===== config.mk =====
export PLATFORM = sky130hd
export DESIGN_NAME = mac_channel_sequencer_flat
export DESIGN_NICKNAME = d
export VERILOG_FILES = /design/src/rtl/mac_channel_sequencer_if.sv /design/src/rtl/mac_channel_sequencer.sv /design/src/flat_wrapper.sv
export SDC_FILE = /design/constraint.sdc
export NUM_CORES = 1
export LEC_CHECK = 0
export BUFFER_PORTS_ARGS = -buffer_cell sky130_fd_sc_hd__buf_2
export CORE_ASPECT_RATIO = 0.75
export CORE_MARGIN = 1.5
export CORE_UTILIZATION = 45
export CTS_CLUSTER_SIZE = 20
export DETAILED_ROUTE_END_ITERATION = 16
export GPL_TIMING_DRIVEN = 0
export HOLD_SLACK_MARGIN = 0.05
export PLACE_DENSITY = 0.73
export SLEW_MARGIN = 10
export SYNTH_ARGS = -nofsm -noshare
export SYNTH_HDL_FRONTEND = slang
export SYNTH_SLANG_ARGS = --single-unit

===== constraint.sdc =====
create_clock -name clk_i -period 42.8 [get_ports clk_i]
set_input_delay 6.42 -clock clk_i [delete_from_list [all_inputs] [get_ports clk_i]]
set_output_delay 6.42 -clock clk_i [all_outputs]
set_load 0.05 [all_outputs]

===== src/rtl/mac_channel_sequencer_if.sv =====
// Bundles the window input stream, the weight write port and the result
// stream of the MAC channel sequencer. The sequencer connects as the slave;
// the window generator, weight loader and downstream stage together form the master.
interface mac_channel_sequencer_if #(
  parameter int KernelWidth = 3,
  parameter int WidthIn     = 2,
  parameter int WidthOut    = 32,
  parameter int WeightWidth = 2,
  parameter int OutChannels = 4
);
  localparam int KernelArea = KernelWidth * KernelWidth;
  localparam int ChanW      = (OutChannels > 1) ? $clog2(OutChannels) : 1;

  // Window input stream
  logic [KernelWidth-1:0][KernelWidth-1:0][WidthIn-1:0] window_i;
  logic                                                 valid_i;
  logic                                                 ready_o;

  // Weight bank write port
  logic                                wr_en_i;
  logic [ChanW-1:0]                    wr_addr_i;
  logic [KernelArea*WeightWidth-1:0]   wr_data_i;
  logic                                wr_ready_o;

  // Result stream
  logic signed [WidthOut-1:0] data_o;
  logic [ChanW-1:0]           channel_o;
  logic                       last_o;
  logic                       valid_o;
  logic                       ready_i;

  modport master (
    output window_i, valid_i, wr_en_i, wr_addr_i, wr_data_i, ready_i,
    input  ready_o, wr_ready_o, data_o, channel_o, last_o, valid_o
  );

  modport slave (
    input  window_i, valid_i, wr_en_i, wr_addr_i, wr_data_i, ready_i,
    output ready_o, wr_ready_o, data_o, channel_o, last_o, valid_o
  );
endinterface


===== src/rtl/mac_channel_sequencer.sv =====
// Shares one MAC datapath across all output channels of a convolution layer.
// A KxK window is captured on the input handshake, then one signed result per
// channel is streamed out in channel order. Weights live in a per-channel bank
// that may only be rewritten while no window is being processed, so every
// channel of a window sees a consistent set of weights.
module mac_channel_sequencer #(
  parameter int KernelWidth = 3,
  parameter int WidthIn     = 2,
  parameter int WidthOut    = 32,
  parameter int WeightWidth = 2,
  parameter int OutChannels = 4
) (
  input logic                    clk_i,
  input logic                    rst_ni,
  mac_channel_sequencer_if.slave bus
);

  localparam int KernelArea = KernelWidth * KernelWidth;
  localparam int ChanW      = (OutChannels > 1) ? $clog2(OutChannels) : 1;
  localparam int WgtBits    = KernelArea * WeightWidth;

  typedef logic [KernelWidth-1:0][KernelWidth-1:0][WidthIn-1:0] window_t;

  typedef enum logic {
    IDLE,
    BUSY
  } state_e;

  state_e             state_q, state_d;
  logic [ChanW-1:0]   ch_q, ch_d;
  window_t            window_q, window_d;
  logic [WgtBits-1:0] bank_q [OutChannels];
  logic [WgtBits-1:0] bank_d [OutChannels];

  logic               is_last;
  logic               wr_fire;
  logic [WidthOut-1:0] mac_result;

  // Same arithmetic as the shared mac block: sign-extended weights, wrapping
  // accumulation; a 2-bit pixel is treated as a binary on/off gate.
  function automatic logic [WidthOut-1:0] mac_fn(input window_t win,
                                                 input logic [WgtBits-1:0] wts);
    logic [WidthOut-1:0] acc;
    logic [WidthOut-1:0] w_ext;
    logic [WidthOut-1:0] p_ext;
    acc = '0;
    for (int r = 0; r < KernelWidth; r++) begin
      for (int c = 0; c < KernelWidth; c++) begin
        w_ext = WidthOut'($signed(wts[(r*KernelWidth+c)*WeightWidth +: WeightWidth]));
        p_ext = WidthOut'(win[r][c]);
        if (WidthIn == 2) begin
          if (win[r][c] != '0) acc = acc + w_ext;
        end else begin
          acc = acc + w_ext * p_ext;
        end
      end
    end
    return acc;
  endfunction

  // Result datapath and stream flags, driven only from registered state so
  // the result never depends combinationally on the handshake inputs.
  always_comb begin
    is_last        = (state_q == BUSY) && (int'(ch_q) == OutChannels - 1);
    mac_result     = mac_fn(window_q, bank_q[ch_q]);
    bus.data_o     = $signed(mac_result);
    bus.channel_o  = ch_q;
    bus.last_o     = is_last;
    bus.valid_o    = (state_q == BUSY);
    bus.ready_o    = (state_q == IDLE);
    bus.wr_ready_o = (state_q == IDLE);
  end

  // Sequencer next state: capture a window when idle, walk the channels while
  // busy, advancing only on an accepted result.
  always_comb begin
    state_d  = state_q;
    ch_d     = ch_q;
    window_d = window_q;
    case (state_q)
      IDLE: begin
        if (bus.valid_i) begin
          window_d = bus.window_i;
          ch_d     = '0;
          state_d  = BUSY;
        end
      end
      BUSY: begin
        if (bus.ready_i) begin
          if (is_last) begin
            state_d = IDLE;
            ch_d    = '0;
          end else begin
            ch_d = ch_q + ChanW'(1);
          end
        end
      end
      default: state_d = IDLE;
    endcase
  end

  // Weight bank update: writes only land while idle and for a real channel.
  always_comb begin
    bank_d  = bank_q;
    wr_fire = bus.wr_en_i && (state_q == IDLE) && (int'(bus.wr_addr_i) < OutChannels);
    if (wr_fire) bank_d[bus.wr_addr_i] = bus.wr_data_i;
  end

  // Sequencer state registers; reset drops any held window and pending results.
  always_ff @(posedge clk_i or negedge rst_ni) begin
    if (!rst_ni) begin
      state_q  <= IDLE;
      ch_q     <= '0;
      window_q <= '0;
    end else begin
      state_q  <= state_d;
      ch_q     <= ch_d;
      window_q <= window_d;
    end
  end

  // Weight bank registers, cleared to all-zero weights on reset.
  always_ff @(posedge clk_i or negedge rst_ni) begin
    if (!rst_ni) begin
      for (int i = 0; i < OutChannels; i++) bank_q[i] <= '0;
    end else begin
      bank_q <= bank_d;
    end
  end

endmodule


===== src/flat_wrapper.sv =====
// flat-port wrapper written by rule: the top's interface ports become plain ports
module mac_channel_sequencer_flat 
#(
  parameter int KernelWidth = 3,
  parameter int WidthIn     = 2,
  parameter int WidthOut    = 32,
  parameter int WeightWidth = 2,
  parameter int OutChannels = 4
)
  (clk_i, rst_ni, bus_window_i, bus_valid_i, bus_wr_en_i, bus_wr_addr_i, bus_wr_data_i, bus_ready_i, bus_ready_o, bus_wr_ready_o, bus_data_o, bus_channel_o, bus_last_o, bus_valid_o);
  mac_channel_sequencer_if #(.KernelWidth(KernelWidth), .WidthIn(WidthIn), .WidthOut(WidthOut), .WeightWidth(WeightWidth), .OutChannels(OutChannels)) bus_i ();
  input logic clk_i;
  input logic rst_ni;
  input wire logic [$bits(bus_i.window_i)-1:0] bus_window_i;
  input wire logic [$bits(bus_i.valid_i)-1:0] bus_valid_i;
  input wire logic [$bits(bus_i.wr_en_i)-1:0] bus_wr_en_i;
  input wire logic [$bits(bus_i.wr_addr_i)-1:0] bus_wr_addr_i;
  input wire logic [$bits(bus_i.wr_data_i)-1:0] bus_wr_data_i;
  input wire logic [$bits(bus_i.ready_i)-1:0] bus_ready_i;
  output wire logic [$bits(bus_i.ready_o)-1:0] bus_ready_o;
  output wire logic [$bits(bus_i.wr_ready_o)-1:0] bus_wr_ready_o;
  output wire logic [$bits(bus_i.data_o)-1:0] bus_data_o;
  output wire logic [$bits(bus_i.channel_o)-1:0] bus_channel_o;
  output wire logic [$bits(bus_i.last_o)-1:0] bus_last_o;
  output wire logic [$bits(bus_i.valid_o)-1:0] bus_valid_o;
  assign bus_i.window_i = bus_window_i;
  assign bus_i.valid_i = bus_valid_i;
  assign bus_i.wr_en_i = bus_wr_en_i;
  assign bus_i.wr_addr_i = bus_wr_addr_i;
  assign bus_i.wr_data_i = bus_wr_data_i;
  assign bus_i.ready_i = bus_ready_i;
  assign bus_ready_o = bus_i.ready_o;
  assign bus_wr_ready_o = bus_i.wr_ready_o;
  assign bus_data_o = bus_i.data_o;
  assign bus_channel_o = bus_i.channel_o;
  assign bus_last_o = bus_i.last_o;
  assign bus_valid_o = bus_i.valid_o;
  mac_channel_sequencer #(.KernelWidth(KernelWidth), .WidthIn(WidthIn), .WidthOut(WidthOut), .WeightWidth(WeightWidth), .OutChannels(OutChannels)) u_core (.clk_i(clk_i), .rst_ni(rst_ni), .bus(bus_i));
endmodule

Word level (Yosys, flattened, before mapping)
Cells that the tools add are included.

operators by class
  reduce and logical (&&, ||, !) cells = 14
  shift operators = 0
  bitwise operators = 3
  multipliers = 0
  multiplexer cells = 23
  divide/modulo/power cells = 0
  $add $sub $neg = 9
  equality and inequality tests = 3
  $lt $le $gt $ge = 3

operators by type and width
  operator                                                                      number
  32-bit two-way mux                                                            9
  32-bit adder                                                                  8
  72-bit bitwise mux                                                            1
  18-bit two-way mux                                                            3
  18-bit binary-select mux with 2-bit select                                    1
  18-bit demux with 2-bit select                                                1
  2-bit nonzero test                                                            9
  3-bit greater-or-equal comparator, second input constant                      2
  2-bit two-way mux                                                             3
  2-bit NOT with 3-bit output                                                   2
  2-bit != test, second input constant                                          2
  2-bit case mux with 2 select lines                                            1
  2-bit AND reduction                                                           2
  1-bit logical AND                                                             3
  3-bit by 1-bit less-than comparator with 1-bit output, second input constant  1
  1-bit two-way mux                                                             3
  2-bit by 1-bit adder with 2-bit output, second input constant                 1
  2-bit by 1-bit == test with 1-bit output, second input constant               1
  1-bit case mux with 2 select lines                                            1
  1-bit NOT                                                                     1

word-level totals
  RAM bits = 0
  register bits after elaboration = 93
  output and inout bits = 38
  bits of input ports = 43
  bits in read-only memories = 0
  memories kept = 0
  latch bits = 0

Logic depth before layout (Yosys ltp)
Gate-level depths: netlist of the first run.

  word-level depth = 21
  depth in mapped cells = 70
  depth with buffers taken out = 69

Worst setup path before layout of the first run
Ideal clock, no wire load.

  path kind = reg2out
  from = reg u_core.ch_q[0] (netlist: u_core.bus.channel_o[0])
  to = out bus_data_o[31]
  path buffers = 3
  data arrival time = 14.093 ns
  stages on the path, launching flop included = 61
  path slack = 22.287 ns
  required time = 36.380 ns
  path through = dfrtp_1 -> buf_6 -> buf_1 -> mux4_2 -> ha_1 -> fa_1 -> o21ai_0 -> nand2_1 -> fa_1 -> inv_1 -> fa_1 -> o21ai_0 -> a21oi_1 -> xnor2_1 -> o21ai_0 -> inv_1 -> ha_1 -> a21o_1 -> [25 not listed] -> nor2_1 -> xnor2_1 -> a221oi_1 -> a21boi_0 -> ha_1 -> a21o_1 -> a21o_1 -> a221o_1 -> a31oi_1 -> xor2_1 -> nor2_1 -> a21o_1 -> ha_1 -> nand3_1 -> o21ai_1 -> o31ai_1 -> o311ai_0 -> xnor2_1

between the ends
  word-level cells in the longest chain between the ends = 21

ends and longest elaborated chain
  what                                                       RTL line                      text
  from (decl)                                                mac_channel_sequencer.sv:30   logic [ChanW-1:0] ch_q, ch_d;
  from (signal assigned)                                     mac_channel_sequencer.sv:117  ch_q <= ch_d;
  2-bit NOT with 3-bit output (not written as such) (*)      mac_channel_sequencer.sv:65   mac_result = mac_fn(window_q, bank_q[ch_q]);
  18-bit binary-select mux with 2-bit select (*)             mac_channel_sequencer.sv:65
  18-bit two-way mux (not written as such) (*) (2 in a row)  mac_channel_sequencer.sv:65
  32-bit two-way mux                                         mac_channel_sequencer.sv:52   if (win[r][c] != '0) acc = acc + w_ext;
  32-bit adder                                               mac_channel_sequencer.sv:52
  32-bit two-way mux                                         mac_channel_sequencer.sv:52
  32-bit adder                                               mac_channel_sequencer.sv:52
  32-bit two-way mux                                         mac_channel_sequencer.sv:52
  [4 not listed]                                             -
  32-bit adder                                               mac_channel_sequencer.sv:52
  32-bit two-way mux                                         mac_channel_sequencer.sv:52
  32-bit adder                                               mac_channel_sequencer.sv:52
  32-bit two-way mux                                         mac_channel_sequencer.sv:52
  32-bit adder                                               mac_channel_sequencer.sv:52
  32-bit two-way mux                                         mac_channel_sequencer.sv:52
  32-bit adder                                               mac_channel_sequencer.sv:52
  32-bit two-way mux (*)                                     mac_channel_sequencer.sv:52
  to (decl)                                                  flat_wrapper.sv:22            output wire logic [$bits(bus_i.data_o)-1:0] bus_data_o;

Every way passes the cells marked *; elsewhere a longest branch is shown, timed or not. The select of a mux whose other input is x is not followed.

Final worst setup path of the first run
  from = reg u_core.ch_q[0] (netlist: u_core.bus.channel_o[0])
  to = out bus_data_o[30]

Same word-level chain as after synthesis.

==> flow_metrics.tcl, run 1 <==
set metrics [dict create \
    layout.cells.non_filler 2718 \
    cp.arrival_ns 16.63 \
    final.period_utilization_pct 53.86 \
    hold_path_class "reg2reg" \
    grt_usage_pct 25.40 \
    fmax_mhz 43.38 \
    crit_path_start_kind "flip-flop" \
    clkLatencyLatePin_ns 0.34 \
    clock-sinks 93 \
    root_buffer "clkbuf_16" \
    timing.final.max_slew_violations 0 \
    yosys.area.top_type "ha_1" \
    fillCellCount 3611 \
    antenna_cells 0 \
    final_antenna_net_count 0 \
    route.final.wire_length_um 49310 \
    firstDrtPassIters 5 \
    status "completed" \
    synth_top_area_share_pct 14.51 \
    dpl.hpwl_um 39550 \
    cts_tree "built" \
    synth_seq_cells 93 \
    cts_max_level 3 \
    layout_commonest_cell "a21oi_1" \
    synth_edf_count 0 \
    drc 0 \
    place_congestion 0.9354 \
    synthFlopType "dfrtp_1" \
    nets 2459 \
    period_minus_slack_ns 23.05 \
    slew_headroom_pct 30.09 \
    place.detailed.instances 2703 \
    postSynthCellCount 2116 \
    fp.dieW_um 226.2 \
    antenna_found_initial 0 \
    rsz0062_at_grt "false" \
    crit_path_frequent_cell "ha_1" \
    clk_path_buf_depth 2 \
    hold_buffers 0 \
    synth_warnings 0 \
    slowest_stage "buf_1" \
    worst-setup-path-type "reg2out" \
    die_h_um 170.4 \
    avgSynthCellArea_um2 7.948 \
    synthTopCellsByArea "ha_1 15%, dfrtp_1 14%, mux2_2 9.2%, a21oi_1 6.3%, a21o_1 5.4%" \
    ys_types 88 \
    via_per_inst 6.074 \
    worstMarginPinSlew_ns 1.045 \
    end_kind "output pin" \
    final_cell_mix "212 x a21oi_1, 195 x ha_1, 169 x nand2_1" \
    maxCapViolCount 0 \
    grt_pass1_vias 15670 \
    cts.clk_slew.worst_paths_ns 0.06 \
    drive_gt1_share_pct 13.73 \
    hold_viol 0 \
    fin_tns_setup_ns 0 \
    clock_skew_ns 0.006333 \
    syn_nets 2365 \
    worst-path-max-fanout 10 \
    max_stage_delay_ns 0.66 \
    post-cts-setup-buffers 0 \
    fin_hold_ws_ns 0.4984 \
    yosysSeqAreaShare_pct 13.84 \
    grt_pass1_wl_um 79780 \
    syn2layout_area_growth_pct 8.243 \
    rows 61 \
    synth_area_mm2 0.01682 \
    cts_buffers 9 \
    worstPathRequired_ns 36.38 \
    vias 16510 \
    coreArea_mm2 0.03694 \
    setup_violations 0 \
    pin_count 81 \
    async_flop_share_pct 100.0 \
    start_util_pct 45.53 \
    grt_overflow 0 \
    post_drt_wl_per_cell_um 18.14 \
    die_area_mm2 0.03856 \
    cts_repair_resize_count 0 \
    drt_iter0_drc 1390 \
    grt_max_degree 69 \
    port-buffer-count 80 \
]
state kept, by name (all words and copies together), names as in the netlist:
signal / flops
u_core.bus.channel_o: 2
u_core.bus.valid_o: 1
u_core.window_q: 18
u_core.bank_q: 72
metal layers:
metal | track usage, % | up-vias | part of all wire, %
met5 | 0 | - | 0
met4 | 4.783 | 0 | 0.97
met3 | 3.419 | 43 | 7.4
met2 | 38.12 | 552 | 42
met1 | 38.49 | 7825 | 50
li1 | - | 8088 | -
cell type report:
cell class	count	area (um^2)	share of cell area [%]
inverter	90	337.8	1.856
tap	504	630.6	3.464
sequential	93	2327	12.78
timing repair buffer	83	457.9	2.515
multi-input combinational	1852	13820	75.90
clock inverter	3	43.79	0.2405
clock buffer	12	266.5	1.464
buffer	81	322.8	1.773
final timing paths:
kind                                    startpoint           endpoint  slack, ns  depth (start not counted)
setup / recovery           u_core.bus.channel_o[0]     bus_data_o[30]      19.75                         69
hold / removal                   u_core.bank_q[46]  u_core.bank_q[46]       0.50                          1
setup reg to reg                u_core.bus.valid_o  u_core.bank_q[21]      40.21                          5
hold reg to reg                  u_core.bank_q[46]  u_core.bank_q[46]       0.50                          1
max in group asynchronous                   rst_ni  u_core.bank_q[19]      36.17                          2
min in group asynchronous                   rst_ni  u_core.bank_q[27]       5.99                          1
synth_stat cells, types with 18 or more instances:
| cell | instances |
|---|---|
| o21ai_0 | 126 |
| nand4_1 | 26 |
| xor2_1 | 55 |
| dfrtp_1 | 93 |
| xnor2_1 | 103 |
| ha_1 | 195 |
| o211ai_1 | 26 |
| nor2_1 | 159 |
| nand2b_1 | 23 |
| nor3_1 | 27 |
| and3_1 | 18 |
| a21o_1 | 122 |
| a31oi_1 | 33 |
| mux2_2 | 138 |
| o31ai_1 | 21 |
| nand3_1 | 39 |
| a21oi_1 | 212 |
| clkbuf_1 | 65 |
| a211oi_1 | 28 |
| o21a_1 | 44 |
| nand2_1 | 169 |
| o21bai_1 | 29 |
| inv_1 | 90 |
| mux2i_1 | 20 |
worst max-delay path, delay by kind of cell, from the launching register on:
family / cells / cell delay, ns
simple gates: 19 / 3.11
flops: 1 / 0.43
fa+ha+maj: 10 / 3.35
compound gates: 21 / 4.54
mux: 4 / 1.51
buf+inv: 9 / 2.35
xor+xnor: 6 / 1.01
per-stage QoR:
step                      setup WS, ns  area, um^2  utilization [%]
after floorplan                  22.29       16820                -
after global placement           20.49       17850            48.32
after detailed placement         20.31       17900            48.46
after CTS                        19.90       18210            49.30
after global routing             18.64       18210            49.28
final                            19.75       18210            49.28
cells by family after synthesis:
family                     count (synthesis)  share of synthesized area, %
buffers and inverters                    171                         3.928
xor gates and xnor gates                 159                         8.362
DFF                                       93                         13.84
muxes                                    182                         13.53
and+or+nand+nor                          549                         15.40
AOI/OAI and AO/OA                        756                         29.13
adders and majority gates                206                         15.82
Power of run 1 is left out: the tool's default activity adds up to more than one toggle a clock period on the data nets, which glitch-free logic cannot reach.
==> run 2, diff against run 1 <==
- ABC_AREA: default -> 1
- PLACE_DENSITY: 0.73 -> 0.72
- clock period: 42.8 -> 21.4 ns (I/O delays scaled with it)
==> run 2 against run 1 <==
Net effect:
- cell count up 49%
- core utilization up 0.094 points
- sequential share of layout area is 1.6 points lower
- first-iteration DRC count up 75%
- flip-flop and latch count did not move
- critical path type unchanged
==> flow_metrics.tcl, run 2 <==
set metrics [dict create \
    rsz0062_at_grt "false" \
    synthTopCellsByArea "nand2_1 22%, ha_1 13%, dfrtp_1 12%, inv_1 8.6%, a21oi_1 6.2%" \
    vias 22110 \
    min_path_cells 2 \
    worst-setup-path-type "reg2out" \
    synth_edf_count 0 \
    period_minus_slack_ns 19.95 \
    hold_path_class "reg2reg" \
    port-buffer-count 80 \
    grt_pass1_wl_um 102400 \
    cp-startpoint "u_core.bus.channel_o[1]" \
    synthXorXnorAreaFrac_pct 4.920 \
    synthFlopType "dfrtp_1" \
    antenna_found_initial 0 \
    cp.depth 85 \
    post_drt_wl_per_cell_um 15.67 \
    final.period_utilization_pct 93.23 \
    worst_slack_ns 1.449 \
    cts_buffers 9 \
    fillCellCount 4643 \
    yosysSeqAreaShare_pct 12.10 \
    timing.final.max_slew_violations 0 \
    coreArea_mm2 0.04213 \
    slowest_stage "clkbuf_1" \
    route.final.wire_length_um 63310 \
    synth_most_common_cell "nand2_1" \
    drive_gt1_share_pct 7.721 \
    grt_max_degree 51 \
    use_met2_pct 41.02 \
    final_cell_mix "1,127 x nand2_1, 443 x inv_1, 279 x nor2_1" \
    syn2layout_area_growth_pct 8.193 \
    synth_seq_cells 93 \
    setup_violations 0 \
    synth_area_mm2 0.01923 \
    ys_types 57 \
    maxCapViolCount 0 \
    end_kind "output pin" \
    fin_area_mm2 0.02080 \
    firstDrtPassIters 6 \
    synth.area.mux_share_pct 1.054 \
    r2r_start "u_core.bus.valid_o" \
    synthSimpleGateAreaFrac_pct 38.69 \
    clk_path_buf_depth 2 \
    async_flop_share_pct 100.0 \
    die_area_mm2 0.04399 \
    hold_viol 0 \
    start_util_pct 45.64 \
    cts.clk_slew.worst_paths_ns 0.07 \
    clock_skew_ns 0.007165 \
    status "completed" \
    endpoint "bus_data_o[31]" \
    worstPathRequired_ns 18.19 \
    dpl.hpwl_um 52920 \
    cts_repair_resize_count 0 \
    grt_overflow 0 \
    synth_top_family_by_area "simple AND/OR/NAND/NOR gates" \
    reg2reg_depth 4 \
    use_met1_pct 44.77 \
    placed_area_mm2 0.02052 \
    rrSetupSlack_ns 19.22 \
    r2r-end "u_core.window_q[3]" \
    postSynthCellCount 3369 \
    final_antenna_net_count 0 \
    largest_register "u_core.bank_q" \
    drt_iter0_drc 2436 \
    place_congestion 0.9649 \
    grt_pass1_vias 19770 \
    largest_reg_flops 72 \
    cts_max_level 3 \
    fmax_mhz 50.12 \
    layout_commonest_cell "nand2_1" \
    fp.dieW_um 241.7 \
    nets 3715 \
    crit_path_frequent_cell "nand2_1" \
    hold_buffers 0 \
    fin_tns_setup_ns 0 \
    yosys.area_share.adder_pct 13.84 \
    top_usage_layer "met1" \
    antenna_cells 0 \
    synth_top_area_share_pct 22.00 \
    root_buffer "clkbuf_16" \
    synth-compound-area-share_pct 18.65 \
    clock-sinks 93 \
    worst-path-max-fanout 10 \
    die_h_um 182.0 \
    synth_warnings 0 \
    fin_util_pct 49.38 \
    grt_usage_pct 28.18 \
    slew_headroom_pct 18.45 \
    max_stage_delay_ns 0.58 \
    syn_nets 3618 \
    avgSynthCellArea_um2 5.707 \
    post-cts-setup-buffers 0 \
    place_ws_ns 2.422 \
    yosys.area.top_type "nand2_1" \
    cp_num_buf_inv 16 \
    rows 65 \
    cp_top_family "simple AND/OR/NAND/NOR gates" \
    crit_path_start_kind "flip-flop" \
    cts_tree "built" \
    pin_count 81 \
    synthTopCellsByCount "1,127 x nand2_1, 443 x inv_1, 279 x nor2_1, 237 x a21oi_1, 210 x o21ai_0" \
    via_per_inst 5.474 \
    met3_usage_pct 3.414 \
    clkLatencyLatePin_ns 0.34 \
    drc 0 \
    worstMarginPinSlew_ns 1.222 \
    cp.arrival_ns 16.74 \
]
[run 2: changes by cell type in the layout (fill, tap and decap cells not counted), moves of 84 or more]
cell     delta
nand2_1   +958
inv_1     +353
nand3_1   +158
mux2_2    -120
nor2_1    +120
a21o_1    -105
o21ai_0    +84
[run 2: cells by family after synthesis]
kind of cell,after synthesis
compound gates,624
fa+ha+maj,206
mux,18
xor+xnor,108
flops,93
buf+inv,531
simple gates,1789
[run 2: area by class of cell]
class                           count  area, um^2  share of cell area (%)
Sequential cell                    93        2327                   11.19
Timing Repair Buffer               86       524.3                   2.520
Inverter                          461        1730                   8.319
Clock inverter                      6       46.29                  0.2226
Buffer                             70       335.3                   1.612
Clock buffer                       10       239.0                   1.149
Tap cell                          569       711.9                   3.423
Multi-Input combinational cell   2745       14890                   71.57
[run 2: how the worst min path moves through the flow]
stage                                  from                end  slack (ns)
final                     u_core.bank_q[26]  u_core.bank_q[26]        0.48
after global routing      u_core.bank_q[66]  u_core.bank_q[66]        0.50
after CTS                 u_core.bank_q[61]  u_core.bank_q[61]        0.48
after detailed placement  u_core.bank_q[61]  u_core.bank_q[61]        0.47
after global placement    u_core.bank_q[61]  u_core.bank_q[61]        0.46
after floorplan           u_core.bank_q[59]  u_core.bank_q[59]        0.45
[run 2: tightest hold or removal path: stages, from the launching register on]
cell and delay, ns:
dfrtp_1 0.34, nand2_1 0.05, o21ai_0 0.06
[run 2: stage by stage]
| stage | instances | hold slack (ns) |
|---|---|---|
| floorplan | 3369 | 0.4451 |
| global placement | 4018 | 0.4596 |
| detailed placement | 4024 | 0.4657 |
| CTS | 4040 | 0.4816 |
| global route | 4040 | 0.4953 |
| finish | 4040 | 0.4811 |
[run 2: routing by layer]
layer  routed length, um  up-vias  part of all wire [%]
met4                 416        0                  0.66
met3                6189       40                   9.8
li1                    -    11180                     -
met2               24820      926                    39
met5                   0        -                     0
met1               31890     9972                    50
Power of run 2 is left out for the same reason.
